`src/rtl/bus_arbiter_pkg.sv`:
```
// Shared definitions for the CPU bus arbiter: FSM state encoding and
// transceiver direction codes.
package bus_arbiter_pkg;

  typedef enum logic [1:0] {
    ST_IDLE  = 2'd0,
    ST_TURN  = 2'd1,
    ST_GRANT = 2'd2
  } state_e;

  localparam logic DIR_B2A = 1'b0;
  localparam logic DIR_A2B = 1'b1;

endpackage

```
`src/rtl/bus_arbiter_rr_picker.sv`:
```
// Combinational round-robin picker: first asserted candidate at or above ptr,
// wrapping around, reported as a one-hot winner plus a valid flag.
module rr_picker #(
  parameter int unsigned NUM_REQ = 4,
  parameter int unsigned PW      = (NUM_REQ > 1) ? $clog2(NUM_REQ) : 1
) (
  input  logic [NUM_REQ-1:0] cand,
  input  logic [PW-1:0]      ptr,
  output logic [NUM_REQ-1:0] win,
  output logic               valid
);

  int unsigned idx;

  always_comb begin
    win   = '0;
    valid = 1'b0;
    idx   = 0;
    for (int unsigned k = 0; k < NUM_REQ; k++) begin
      idx = (32'(ptr) + k) % NUM_REQ;
      if (!valid && cand[idx]) begin
        win[idx] = 1'b1;
        valid    = 1'b1;
      end
    end
  end

endmodule

```
`src/rtl/bus_arbiter.sv`:
```
// Round-robin owner of the shared 8-bit bus transceiver; drives OE_n/DIR and
// inserts an isolation gap whenever the transfer direction flips.
module bus_arbiter
  import bus_arbiter_pkg::*;
#(
  parameter int unsigned NUM_REQ  = 4,
  parameter int unsigned TURN_CYC = 1,
  parameter int unsigned MAX_HOLD = 15
) (
  input  logic               clk,
  input  logic               rst_n,
  input  logic [NUM_REQ-1:0] req,
  input  logic [NUM_REQ-1:0] dir_req,
  output logic [NUM_REQ-1:0] gnt,
  output logic               oe_n,
  output logic               dir,
  output logic               busy,
  output logic               timeout
);

  localparam int unsigned PW = (NUM_REQ > 1) ? $clog2(NUM_REQ) : 1;
  localparam int unsigned HW = $clog2(MAX_HOLD + 1);
  localparam int unsigned TW = 2;

  state_e              state_q, state_d;
  logic [PW-1:0]       w_q, w_d;
  logic [PW-1:0]       rr_ptr_q, rr_ptr_d;
  logic [HW-1:0]       hold_q, hold_d;
  logic [TW-1:0]       turn_q, turn_d;
  logic [NUM_REQ-1:0]  stale_q, stale_d;
  logic [NUM_REQ-1:0]  gnt_d;
  logic                oe_n_d, dir_d, busy_d, timeout_d;

  logic [NUM_REQ-1:0]  cand, pick_win;
  logic                pick_valid;
  logic [PW-1:0]       pick_idx;
  logic [PW-1:0]       w_next;
  logic [NUM_REQ-1:0]  w_onehot;

  assign cand = req & ~stale_q;

  rr_picker #(
    .NUM_REQ (NUM_REQ),
    .PW      (PW)
  ) u_picker (
    .cand  (cand),
    .ptr   (rr_ptr_q),
    .win   (pick_win),
    .valid (pick_valid)
  );

  always_comb begin
    pick_idx = '0;
    for (int unsigned i = 0; i < NUM_REQ; i++) begin
      if (pick_win[i]) pick_idx = PW'(i);
    end
  end

  always_comb begin
    w_onehot      = '0;
    w_onehot[w_q] = 1'b1;
    w_next        = (w_q == PW'(NUM_REQ - 1)) ? '0 : PW'(w_q + PW'(1));
  end

  always_comb begin
    state_d   = state_q;
    w_d       = w_q;
    rr_ptr_d  = rr_ptr_q;
    hold_d    = hold_q;
    turn_d    = turn_q;
    // A stale requester is forgiven as soon as it drops its request.
    stale_d   = stale_q & req;
    gnt_d     = gnt;
    oe_n_d    = oe_n;
    dir_d     = dir;
    busy_d    = busy;
    timeout_d = 1'b0;

    case (state_q)
      ST_IDLE: begin
        gnt_d  = '0;
        oe_n_d = 1'b1;
        busy_d = 1'b0;
        if (pick_valid) begin
          w_d    = pick_idx;
          busy_d = 1'b1;
          if (dir_req[pick_idx] == dir) begin
            state_d = ST_GRANT;
            gnt_d   = pick_win;
            oe_n_d  = 1'b0;
            hold_d  = HW'(1);
          end else begin
            // Direction flips while OE_n is still high; GRANT follows after TURN_CYC.
            state_d = ST_TURN;
            dir_d   = dir_req[pick_idx];
            turn_d  = TW'(TURN_CYC - 1);
          end
        end
      end

      ST_TURN: begin
        if (!req[w_q]) begin
          state_d = ST_IDLE;
          busy_d  = 1'b0;
        end else if (turn_q == '0) begin
          state_d = ST_GRANT;
          gnt_d   = w_onehot;
          oe_n_d  = 1'b0;
          hold_d  = HW'(1);
        end else begin
          turn_d = turn_q - TW'(1);
        end
      end

      ST_GRANT: begin
        if (!req[w_q] || hold_q >= HW'(MAX_HOLD)) begin
          state_d  = ST_IDLE;
          gnt_d    = '0;
          oe_n_d   = 1'b1;
          busy_d   = 1'b0;
          hold_d   = '0;
          rr_ptr_d = w_next;
          if (req[w_q]) begin
            timeout_d      = 1'b1;
            stale_d[w_q]   = 1'b1;
          end
        end else begin
          hold_d = hold_q + HW'(1);
        end
      end

      default: begin
        state_d = ST_IDLE;
        gnt_d   = '0;
        oe_n_d  = 1'b1;
        busy_d  = 1'b0;
      end
    endcase
  end

  always_ff @(posedge clk or negedge rst_n) begin
    if (!rst_n) begin
      state_q  <= ST_IDLE;
      w_q      <= '0;
      rr_ptr_q <= '0;
      hold_q   <= '0;
      turn_q   <= '0;
      stale_q  <= '0;
      gnt      <= '0;
      oe_n     <= 1'b1;
      dir      <= DIR_B2A;
      busy     <= 1'b0;
      timeout  <= 1'b0;
    end else begin
      state_q  <= state_d;
      w_q      <= w_d;
      rr_ptr_q <= rr_ptr_d;
      hold_q   <= hold_d;
      turn_q   <= turn_d;
      stale_q  <= stale_d;
      gnt      <= gnt_d;
      oe_n     <= oe_n_d;
      dir      <= dir_d;
      busy     <= busy_d;
      timeout  <= timeout_d;
    end
  end

endmodule

```
`config.mk`:
```
export PLATFORM = sky130hd
export DESIGN_NAME = bus_arbiter
export DESIGN_NICKNAME = d
export VERILOG_FILES = /design/src/rtl/bus_arbiter_pkg.sv /design/src/rtl/bus_arbiter_rr_picker.sv /design/src/rtl/bus_arbiter.sv
export SDC_FILE = /design/constraint.sdc
export NUM_CORES = 1
export LEC_CHECK = 0
export CAP_MARGIN = 20
export CORE_ASPECT_RATIO = 0.8
export CORE_MARGIN = 2
export CORE_UTILIZATION = 60
export DETAILED_ROUTE_END_ITERATION = 10
export PLACE_DENSITY = 0.87
export SETUP_SLACK_MARGIN = 0.5
export SYNTH_ARGS = -nofsm -noshare
export SYNTH_HDL_FRONTEND = slang
export SYNTH_SLANG_ARGS = --single-unit
```
`constraint.sdc`:
```
create_clock -name clk -period 8 [get_ports clk]
set_clock_uncertainty 0.15 [all_clocks]
set_input_delay 1.6 -clock clk [delete_from_list [all_inputs] [get_ports clk]]
set_output_delay 1.6 -clock clk [all_outputs]
set_load 0.01 [all_outputs]
```
; Word-level counts from Yosys, hierarchy flattened
; Cells that the tools add are included.
[totals]
reg_bits = 24
in_bits = 10
word_cells = 148
[classes]
addsub = 6
magnitude_cmp = 12
n_eq_ne = 13
mux = 73
bitwise = 8
reduce_logical = 25
[ops]
columns = op, count
row1 = two-way mux 4 bit, 17
row2 = two-way mux 1 bit, 27
row3 = two-way mux 2 bit, 12
row4 = one-hot mux 4 bit (3 select lines), 2
row5 = "less-than comparator 2 x 3 -> 1 bit, second input constant", 6
row6 = "!= test 2 bit, second input constant", 8
row7 = bitwise OR 4 bit, 4
row8 = binary-select mux 1 bit (select 2 bit), 6
row9 = demux 1 bit (select 2 bit), 5
row10 = "greater-or-equal comparator 2 x 1 -> 1 bit, second input constant", 5
row11 = AND reduction 5 bit, 2
row12 = AND reduction 3 bit, 3
row13 = AND 4 bit, 2
row14 = logical AND 1 bit, 8
row15 = one-hot mux 1 bit (3 select lines), 2
row16 = one-hot mux 2 bit (3 select lines), 1
row17 = AND reduction 2 bit, 3
row18 = "adder 2 x 1 -> 2 bit, second input constant", 2
row19 = "adder 2 bit, second input constant", 2
row20 = "adder 4 x 1 -> 4 bit, second input constant", 1
row21 = "equality test 2 bit, second input constant", 2
row22 = "greater-or-equal comparator 4 bit, second input constant", 1
row23 = logical NOT 1 bit, 4
row24 = logical NOT 2 bit, 2
row25 = 10 further kinds, 10

; Depth between registers and ports, before layout
; Gate-level depths: netlist of the first run.
[logic_depth]
ltp_word = 23
mapped_depth = 10
mapped_depth_nobuf = 9

; Cells and area by module
; From an unflattened synthesis of the first run, not the netlist that was laid out.
[unflattened]
cells_unflattened = 178
hier_area_um2 = 1795.5
[by_module_without_submodules]
columns = module, instances, cells_each, area_per_inst_um2, seq_area_each_um2
row1 = bus_arbiter, 1, 116, 1301.2, 601.8
row2 = rr_picker, 1, 62, 494.2, 0.0

; Worst setup path after synthesis of the first run
; Ideal clock, no wire load.
[synth_path]
path_kind = input-to-reg
from = input port req[3]
to = register turn_q[1]
setup_ns = 0.152
arrival_ns = 4.102
t_required_ns = 7.698
slack_ns = 3.595
cell_stages = 8
n_path_buf = 0
path_cell_list = nor2b_1 mux4_2 and2_0 or4_4 or2_4 or3_4 o311ai_4 a221oi_1
[synth_between]
elab_chain_cells = 21
[synth_lines]
columns = element, line_no
row1 = from (decl), bus_arbiter.sv:12  ; input logic [NUM_REQ-1:0] req,
row2 = AND 4 bit, bus_arbiter.sv:40  ; assign cand = req & ~stale_q;
row3 = binary-select mux 1 bit (select 2 bit), bus_arbiter_rr_picker.sv:21  ; if (!valid && cand[idx]) begin
row4 = two-way mux 1 bit (not written as such), bus_arbiter_rr_picker.sv:21
row5 = two-way mux 1 bit, bus_arbiter_rr_picker.sv:21
row6 = logical NOT 1 bit, bus_arbiter_rr_picker.sv:21
row7 = logical AND 1 bit, bus_arbiter_rr_picker.sv:21
row8 = two-way mux 1 bit, bus_arbiter_rr_picker.sv:21
row9 = logical NOT 1 bit, bus_arbiter_rr_picker.sv:21
row10 = (+4 left out), -
row11 = two-way mux 4 bit, bus_arbiter_rr_picker.sv:21
row12 = two-way mux 1 bit, bus_arbiter.sv:55  ; if (pick_win[i]) pick_idx = PW'(i);
row13 = two-way mux 2 bit (2 in series), bus_arbiter.sv:55
row14 = binary-select mux 1 bit (select 2 bit), bus_arbiter.sv:87  ; if (dir_req[pick_idx] == dir) begin
row15 = two-way mux 1 bit (not written as such), bus_arbiter.sv:87
row16 = equality test 1 bit, bus_arbiter.sv:87
row17 = != test 2 bit (no source line), -
row18 = AND reduction 5 bit (no source line) (*), -
row19 = to (signal assigned), bus_arbiter.sv:159  ; turn_q <= turn_d;
row20 = to (decl), bus_arbiter.sv:29  ; logic [TW-1:0] turn_q, turn_d;
; Every way passes the cells marked *; elsewhere a longest branch is shown, timed or not. The select of a mux whose other input is x is not followed.
; A chain may end at the register's enable or synchronous reset.

; Worst setup path in the final report of the first run
[layout_path]
from = input port req[3]
to = register hold_q[1]
[layout_between]
elab_chain_cells = 21
[layout_lines]
columns = element, line_no
row1 = AND 4 bit, bus_arbiter.sv:40
row2 = binary-select mux 1 bit (select 2 bit), bus_arbiter_rr_picker.sv:21
row3 = two-way mux 1 bit (not written as such), bus_arbiter_rr_picker.sv:21
row4 = two-way mux 1 bit, bus_arbiter_rr_picker.sv:21
row5 = logical NOT 1 bit, bus_arbiter_rr_picker.sv:21
row6 = logical AND 1 bit, bus_arbiter_rr_picker.sv:21
row7 = two-way mux 1 bit, bus_arbiter_rr_picker.sv:21
row8 = logical NOT 1 bit, bus_arbiter_rr_picker.sv:21
row9 = (+4 left out), -
row10 = two-way mux 4 bit, bus_arbiter_rr_picker.sv:21
row11 = two-way mux 1 bit, bus_arbiter.sv:55
row12 = two-way mux 2 bit (2 in series), bus_arbiter.sv:55
row13 = binary-select mux 1 bit (select 2 bit), bus_arbiter.sv:87
row14 = two-way mux 1 bit (not written as such), bus_arbiter.sv:87
row15 = equality test 1 bit, bus_arbiter.sv:87
row16 = != test 2 bit (no source line), -
row17 = AND reduction 5 bit (no source line), -
row18 = to (signal assigned), bus_arbiter.sv:158  ; hold_q <= hold_d;
row19 = to (decl), bus_arbiter.sv:28  ; logic [HW-1:0] hold_q, hold_d;
; Several ways; a longest one is shown, not always the timed one. The select of a mux whose other input is x is not followed.

==> impl_metrics.csv, run 1 <==
group,metric,value,unit
route,drcViolationCount,0,
cts,h-tree-depth,1,
timing,period_minus_slack,4920,ps
outcome,status,"finished, final reports clean",
worst_setup_path,start_kind,"input port",
worst_setup_path,cp_slowest_cell,"or4_1",
cts,cts_tree,"built",
grt,grt_pass1_wl,7750,µm
yosys,syn_nets,217,
run,cap_viol_max_count,0,
yosys,synth_seq_cells,24,
finish,syn_to_final_growth,16.5,%
yosys,synth.avg_cell_area,9.45,µm²
yosys,synthSimpleGateAreaFrac,21.6,%
worst_setup_path,worstSetupPathType,"input port to flip-flop",
yosys,syn_inst,193,
yosys,muxShareOfSynthArea,3.71,%
grt,overflow,0,
placed_design,io_buffer_count,17,
route,vias,1682,
floorplan,fp-row-count,17,
finish,final_nets,236,
yosys,synth_adder_area_share,9.61,%
cts,post_cts_buffers,0,
cts,cts_root_buf,"clkbuf_8",
yosys,seq_area_frac_synth,33.0,%
grt,grt_max_degree,25,
power_and_ir_drop,p_leak,0.000904,µW
worst_setup_path,critical_path_arrival,4900,ps
cts,clkLatencyLatePin,270,ps
worst_setup_path,critPathMaxFanout,7,
power_and_ir_drop,powerDensity,365,nW/µm²
cts,cts-resized-gates,0,
route,routed_wl,4700,µm
floorplan,dieWidth,65.6,µm
power_and_ir_drop,ir_drop,0.256,mV
worst_setup_path,crit_chain,"clkdlybuf4s50_1, nor2b_1, mux4_2, and2_0, or4_1, or4_1, o211ai_1, o21ai_0",
yosys,synthFlopType,"dfrtp_1",
route,drt-vias-per-instance,6.76,
placed_design,dpl.hpwl,3490,µm
worst_setup_path,critical_path.max_stage_delay,670,ps
timing,holdWs,376,ps
grt,grt_usage,29.6,%
finish,drive_above_1_share,8.06,%
yosys,synth_edf_count,0,
floorplan,coreArea,2830,µm²
finish,multi_input_area,1160,µm²
grt,grt_pass1_vias,1603,
yosys,synth_compound_area_share,27.1,%
hold_path,hold_path.class,"flip-flop to flip-flop",
timing,finalCritPeriodShare,61.5,%
cts,cts_made_buffers,3,
finish,fillers,196,
timing,slew_headroom,48.9,%
timing,setup_tns,0,ps
route,dr.pass1.iters,4,
placed_design,gp_congestion,1.02,
timing,slew_violations,0,
route,ant_nets,0,
route,drt-initial-drc-count,165,
timing,tightest_slew,760,ps
cts,clkTransAtPathRegs,90,ps
cts,numClockSinks,24,
cts,ctsLongestPathBuffers,2,
timing,setup_violations,0,
finish,seq_area,602,µm²
worst_setup_path,required,7980,ps
route,wl_per_cell,18.9,µm
timing,final_hold_viol_count,0,
floorplan,initial_core_util,64.4,%
floorplan,die_h,53.3,µm
floorplan,dieArea,3500,µm²
worst_setup_path,cp-end-kind,"flip-flop",
yosys,netlist_area,1820,µm²
yosys,synth_top_family_by_area,"compound AO/OA/AOI/OAI gates",
cts,hold_buffers,0,
yosys,ys_types,55,
grt,antenna_found_initial,0,
finish,antenna_cells,0,
timing,rsz0062_at_grt,"no",
floorplan,ios,18,
yosys,yosysWarnings,0,
timing,fmax,203,MHz
yosys,async_flop_share,100,%
worst_setup_path,crit_top_cell,"or4_1",
yosys,synth-xor-area-share,1.44,%
[where the power goes]
| group | switching (µW) | internal, µW |
|---|---|---|
| Clock | 38.2 | 66.9 |
| Sequential | 52.5 | 159 |
| Combinational | 269 | 191 |
[Yosys cell counts (all sizes together) (3+ instances only)]
cell type  number  area, µm²
o2111a          3       33.8
mux4            3       67.6
a21oi           3       15.0
or4             3       26.3
and2            5       31.3
nand2          11       41.3
a21boi          3       22.5
nand3           5       25.0
a211oi          3       22.5
o21ai          10       50.0
nor2           12       45.0
nor2b           6       45.0
inv            13       48.8
a2111oi         3       26.3
nand3b          3       22.5
nor4            5       31.3
nand2b          5       31.3
clkbuf          4       15.0
a22oi           6       45.0
nor3            6       30.0
o311ai          4       60.1
a22o            5       43.8
ha             14        175
o31ai           3       22.5
xnor2           3       26.3
and3            4       25.0
dfrtp          23        576
[metrics by stage]
stage               utilization, %  total power, µW  cells  area, µm²  worst slack, ps
CTS                           74.1              767    248       2100             3110
floorplan                        -              528    193       1820             3600
detailed placement            71.6              655    244       2030             2860
global route                  75.1              833    249       2120             2940
global placement              71.6              635    244       2030             2960
finish                        75.1              776    249       2120             3080
[registers in the layout (all words and copies together), names as in the netlist]
signal    flops
oe_n          1
state_q       2
hold_q        4
busy          1
stale_q       4
dir           1
w_q           2
gnt           4
turn_q        2
timeout       1
rr_ptr_q      2
[routing by layer]
| metal | wire length, µm | vias up | part of all wire (%) | GRT usage (%) |
|---|---|---|---|---|
| met5 | 0 | - | 0 | 0 |
| met4 | 53 | 0 | 1.1 | 5.21 |
| met3 | 277 | 8 | 5.9 | 5.11 |
| met2 | 2220 | 80 | 47 | 50.5 |
| met1 | 2150 | 814 | 46 | 40.2 |
| li1 | - | 780 | - | - |
[kinds of logic (layout without fill, tap and decap cells)]
family | count (synthesis) | in the layout
simple gates | 70 | 70
compound gates | 62 | 62
flops | 24 | 24
buf+inv | 17 | 35
fa+ha+maj | 14 | 14
xor+xnor | 3 | 3
mux | 3 | 3
[cell type report]
type | count | share of cell area (%)
Clock buffer | 3 | 1.94
Sequential cell | 24 | 28.3
Clock inverter | 1 | 1.41
Inverter | 13 | 2.30
Multi-Input combinational cell | 152 | 54.5
Timing Repair Buffer | 18 | 9.31
Tap cell | 38 | 2.24
[worst paths after layout]
kind | to | slack [ps] | depth (start not counted) | startpoint
setup / recovery | hold_q[1]$_DFFE_PN0P_ | 3080 | 8 | req[3]
hold / removal | turn_q[0]$_DFFE_PN0P_ | 380 | 1 | turn_q[0]$_DFFE_PN0P_
setup reg to reg | turn_q[1]$_DFFE_PN0P_ | 3900 | 9 | rr_ptr_q[0]$_DFFE_PN0P_
hold reg to reg | turn_q[0]$_DFFE_PN0P_ | 380 | 1 | turn_q[0]$_DFFE_PN0P_
max in group asynchronous | oe_n$_DFFE_PN1P_ | 5780 | 2 | rst_n
min in group asynchronous | w_q[1]$_DFFE_PN0P_ | 1440 | 1 | rst_n
[cell usage in the layout, fill, tap and decap left out, types with 3 or more instances in the layout]
cell             count
o2111a_1             3
nor2b_1              5
and2_1               3
o31ai_1              3
xnor2_1              3
clkdlybuf4s50_1     17
a22oi_1              6
nand3_1              5
nand3b_1             3
nor2_1              12
nor3_1               6
a2111oi_0            3
a21oi_1              3
dfrtp_1             23
a211oi_1             3
clkbuf_8             3
nand2b_1             5
nor4_1               5
nand2_1             11
a22o_1               5
o21ai_1              3
inv_1               12
mux4_2               3
and3_1               4
o21ai_0              7
ha_1                14
[critical path, delay by kind of cell]
family,cells,cell delay [ps]
AOI/OAI and AO/OA,2,610
buffers and inverters,1,490
muxes,1,560
and+or+nand+nor,4,1630
No activity file was read; power rests on OpenSTA's default activity.
==> run 2: changes to the inputs <==
CORE_UTILIZATION = 51   (was 60)
PLACE_DENSITY = 0.79   (was 0.87)
clock period = 4.3 ns   (was 8 ns; I/O delays follow)
==> impl_metrics.csv, run 2 (synthesized netlist as in run 1, its figures left out) <==
group,metric,value,unit
finish,drive_above_1_share,18.8,%
finish,final_nets,249,
worst_setup_path,crit_chain,"dlygate4sd2_1, nor2b_4, mux4_2, and2_4, or4_4, or2_4, or3_4, o311ai_4, buf_6, a221oi_1",
route,routed_wl,4870,µm
route,drt-vias-per-instance,6.45,
floorplan,initial_core_util,53.3,%
timing,tightest_slew,836,ps
placed_design,dp.cells,254,
floorplan,dieArea,4070,µm²
timing,final_hold_viol_count,0,
timing,slew_violations,0,
power_and_ir_drop,seqPwrFrac,23.1,%
floorplan,coreArea,3420,µm²
finish,seq_area,602,µm²
finish,final_cells,266,
floorplan,dieWidth,70.8,µm
grt,grt_pass1_wl,8030,µm
timing,finalCritPeriodShare,87.0,%
cts,cts_made_buffers,3,
cts,numClockSinks,24,
cts,ctsLongestPathBuffers,2,
power_and_ir_drop,p_int,903,µW
finish,fillers,266,
finish,final_common_cell,"dfrtp_1",
run,cap_viol_max_count,0,
worst_setup_path,worstRegToRegCells,10,
grt,grt_pass1_vias,1607,
cts,hold_buffers,0,
route,drt-met1-wl,2140,µm
finish,syn_to_final_growth,26.1,%
timing,slew_headroom,43.8,%
worst_setup_path,cp_slowest_cell,"mux4_2",
cts,cts_root_buf,"clkbuf_8",
placed_design,gp_congestion,1.03,
cts,h-tree-depth,1,
timing,fmax,267,MHz
finish,final_util,67.2,%
worst_setup_path,critPathMaxFanout,5,
placed_design,dpl.hpwl,3470,µm
route,met3_length,328,µm
power_and_ir_drop,p_sw,729,µW
route,ant_nets,0,
timing,setup_violations,0,
cts,cts_tree,"built",
route,top_layer,"met4",
floorplan,die_h,57.5,µm
worst_setup_path,cp.depth,10,
grt,grt_max_degree,25,
route,wl_per_cell,18.3,µm
finish,antenna_cells,0,
worst_setup_path,critical_path_arrival,3710,ps
grt,overflow,0,
route,drt-initial-drc-count,140,
finish,biggestRegsByFlops,"gnt: 4 flops, hold_q: 4 flops, stale_q: 4 flops",
power_and_ir_drop,sw_frac_of_total,44.7,%
floorplan,fp-row-count,19,
route,dr.pass1.iters,4,
worst_setup_path,cp_num_buf_inv,2,
finish,mostFrequentLayoutCells,"dfrtp_1, ha_1, clkdlybuf4s50_1",
outcome,status,"finished, final reports clean",
placed_design,io_buffer_count,17,
worst_setup_path,required,4270,ps
route,wl_met2,2330,µm
grt,grt_usage,25.0,%
hold_path,holdPathStages,2,
worst_setup_path,worstSetupPathType,"input port to flip-flop",
power_and_ir_drop,powerDensity,710,nW/µm²
hold_path,hold_path.class,"flip-flop to flip-flop",
timing,rsz0062_at_grt,"no",
route,drcViolationCount,0,
timing,period_minus_slack,3740,ps
power_and_ir_drop,comb_power_share,64.9,%
worst_setup_path,critical_path.max_stage_delay,540,ps
worst_setup_path,start_kind,"input port",
power_and_ir_drop,p_leak,0.00101,µW
finish,multi_input_area,1230,µm²
floorplan,ios,18,
worst_setup_path,cp_top_family,"simple AND/OR/NAND/NOR gates",
power_and_ir_drop,ir_drop,0.431,mV
cts,clkLatencyLatePin,260,ps
power_and_ir_drop,p_clk_share,12.0,%
worst_setup_path,cp-end-kind,"flip-flop",
cts,clkTransAtPathRegs,80,ps
grt,antenna_found_initial,0,
route,vias,1717,
[run 2: worst paths after layout]
| check | start | to | slack [ps] |
|---|---|---|---|
| max | req[1] | turn_q[1]$_DFFE_PN0P_ | 560 |
| min reg2reg | busy$_DFFE_PN0P_ | busy$_DFFE_PN0P_ | 370 |
| min in group asynchronous | rst_n | stale_q[2]$_DFF_PN0_ | 670 |
| max in group asynchronous | rst_n | oe_n$_DFFE_PN1P_ | 2880 |
| max reg2reg | rr_ptr_q[1]$_DFFE_PN0P_ | turn_q[1]$_DFFE_PN0P_ | 620 |
| min | busy$_DFFE_PN0P_ | busy$_DFFE_PN0P_ | 370 |
[run 2: layout make-up]
cell class              count  share of cell area (%)
flip-flops and latches     24                    26.2
inverters                  13                    2.12
repair buffers             31                    13.0
clock inverters             1                    1.31
clock buffers               3                    1.80
multi-input cells         152                    53.3
well taps                  42                    2.29
[run 2: worst register-to-register path, delay by kind of cell (launching register included)]
family / cells / cell delay, ps
and+or+nand+nor: 3 / 1110
AOI/OAI and AO/OA: 4 / 1060
DFF: 1 / 530
adders and majority gates: 1 / 370
buffers and inverters: 2 / 320
[run 2: repair_timing]
action / 4_1_cts / 5_1_grt
resized for setup: 15 / 12
buffers inserted: 5 / 2
pin swaps: 7 / 5
endpoints found under the setup margin: 13 / 13
[run 2: power by group through the flow]
| stage | Combinational, µW | Clock, µW | Sequential [µW] |
|---|---|---|---|
| 2_1_floorplan | 610 | 0 | 372 |
| 3_3_place_gp | 826 | 0 | 373 |
| 3_5_place_dp | 864 | 0 | 377 |
| 4_1_cts | 984 | 200 | 373 |
| 5_1_grt | 1140 | 211 | 389 |
| 6_report | 1060 | 197 | 377 |
[run 2: per-layer routing]
| layer | track usage, % | vias up |
|---|---|---|
| met5 | 0 | - |
| met4 | 7.28 | 0 |
| met3 | 3.89 | 10 |
| met2 | 40.2 | 80 |
| met1 | 35.4 | 823 |
| li1 | - | 804 |
[run 2: through the flow]
| stage | worst slack, ps | total power, µW | area (µm²) | hold slack (ps) | TNS [ps] |
|---|---|---|---|---|---|
| after floorplan | 635 | 981 | 1820 | 317 | 0 |
| after CTS | 512 | 1560 | 2220 | 365 | 0 |
| final | 559 | 1630 | 2300 | 372 | 0 |
| after global routing | 499 | 1740 | 2300 | 402 | 0 |
| after global placement | 89.1 | 1200 | 2080 | 333 | 0 |
| after detailed placement | -22.2 | 1240 | 2080 | 352 | -74.4 |
==> run 3: changes to the inputs <==
RECOVER_POWER = 100   (was default)
TNS_END_PERCENT = 20   (was default)
==> impl_metrics.csv, run 3 (synthesized netlist as in run 1, its figures left out) <==
group,metric,value,unit
worst_setup_path,required,4290,ps
route,drt-initial-drc-count,174,
power_and_ir_drop,powerDensity,707,nW/µm²
worst_setup_path,worstSetupPathType,"input port to flip-flop",
placed_design,placed_area,2080,µm²
grt,grt_pass1_vias,1607,
route,routed_wl,4850,µm
worst_setup_path,critPathMaxFanout,5,
worst_setup_path,cp_slowest_cell,"mux4_2",
timing,period_minus_slack,3930,ps
placed_design,gp_congestion,1.03,
route,drt-vias-per-instance,6.47,
cts,cts_tree,"built",
grt,antenna_found_initial,0,
timing,tightest_slew,1130,ps
timing,final_hold_viol_count,0,
finish,fillers,275,
finish,biggestRegsByFlops,"gnt: 4 flops, hold_q: 4 flops, stale_q: 4 flops",
finish,postLayoutCellArea,2250,µm²
worst_setup_path,crit_chain,"clkdlybuf4s25_1, nor2b_1, mux4_2, and2_4, or4_4, or2_0, or3_4, o311ai_4, buf_6, o21ai_0",
placed_design,dp.cells,254,
floorplan,fp-row-count,19,
cts,ctsLongestPathBuffers,2,
hold_path,hold_path.class,"flip-flop to flip-flop",
run,cap_viol_max_count,0,
floorplan,dieWidth,70.8,µm
floorplan,ios,18,
floorplan,dieArea,4070,µm²
power_and_ir_drop,ir_drop,0.399,mV
finish,final_cells,266,
cts,h-tree-depth,1,
route,dr.pass1.iters,5,
timing,holdWs,370,ps
placed_design,io_buffer_count,17,
outcome,status,"finished, final reports clean",
cts,clkLatencyLatePin,270,ps
finish,final_nets,249,
worst_setup_path,cp_top_family,"simple AND/OR/NAND/NOR gates",
route,wl_per_cell,18.2,µm
cts,numClockSinks,24,
cts,cts_made_buffers,3,
finish,mostFrequentLayoutCells,"dfrtp_1, ha_1, inv_1, nor2_1, nand2_1",
worst_setup_path,critical_path.max_stage_delay,530,ps
power_and_ir_drop,p_leak,0.000988,µW
finish,final_util,65.8,%
route,vias,1721,
timing,fmax,254,MHz
timing,setup_violations,0,
grt,grt_max_degree,25,
timing,slew_violations,0,
worst_setup_path,critical_path_arrival,3920,ps
finish,syn_to_final_growth,23.5,%
route,drcViolationCount,0,
worst_setup_path,reg2reg_slack,570,ps
worst_setup_path,cp_num_buf_inv,2,
route,ant_nets,0,
floorplan,die_h,57.5,µm
timing,setup_tns,0,ps
cts,cts_root_buf,"clkbuf_8",
worst_setup_path,cp-end-kind,"flip-flop",
placed_design,dpl.hpwl,3470,µm
worst_setup_path,start_kind,"input port",
finish,drive_above_1_share,16.1,%
grt,grt_pass1_wl,8030,µm
timing,finalCritPeriodShare,91.4,%
timing,rsz0062_at_grt,"no",
cts,hold_buffers,0,
finish,antenna_cells,0,
timing,slew_headroom,24.9,%
finish,final_common_cell,"dfrtp_1",
grt,grt_usage,25.0,%
grt,overflow,0,
cts,clkTransAtPathRegs,90,ps
floorplan,initial_core_util,53.3,%
floorplan,coreArea,3420,µm²
-- run 3: final cells by class --
class                   count  area (µm²)  area share, %
clock buffers               3        41.3           1.83
clock inverters             1        30.0           1.33
inverters                  13        48.8           2.17
multi-input cells         152        1210           53.7
flip-flops and latches     24         602           26.7
well taps                  42        52.6           2.33
repair buffers             31         268           11.9
-- run 3: worst min-delay path: cells and delay by family (launching register included) --
family	cells	cell delay [ps]
flops	1	350
simple gates	1	60
compound gates	1	80
-- run 3: what timing repair did --
| action | 4_1_cts | 5_1_grt |
|---|---|---|
| setup buffers | 5 | 2 |
| pin swaps | 7 | 5 |
| gates resized for setup | 15 | 12 |
| setup endpoints to repair | 13 | 13 |
-- run 3: worst paths after layout --
kind	start	to	depth (start not counted)
hold / removal	busy$_DFFE_PN0P_	busy$_DFFE_PN0P_	2
min in group asynchronous	rst_n	stale_q[2]$_DFF_PN0_	1
setup reg to reg	rr_ptr_q[1]$_DFFE_PN0P_	state_q[1]$_DFFE_PN0P_	10
max in group asynchronous	rst_n	rr_ptr_q[0]$_DFFE_PN0P_	2
setup / recovery	req[3]	state_q[1]$_DFFE_PN0P_	10
hold reg to reg	busy$_DFFE_PN0P_	busy$_DFFE_PN0P_	2
-- run 3: report_power, final --
part	switching, µW	internal (µW)	total (µW)
Sequential	79.5	295	375
Clock	74.5	124	199
Combinational	566	452	1020
-- run 3: per-layer routing --
metal  share of wire (%)  routed length (µm)  global-route usage [%]
met1                  44                2120                    35.4
met2                  48                2320                    40.2
met3                 6.9                 336                    3.89
met4                 1.6                  76                    7.28
met5                   0                   0                       0
-- run 3: stage by stage --
step,worst slack [ps],power [µW]
detailed placement,-22.2,1240
CTS,512,1560
global placement,89.1,1200
floorplan,635,981
finish,370,1590
global route,256,1700
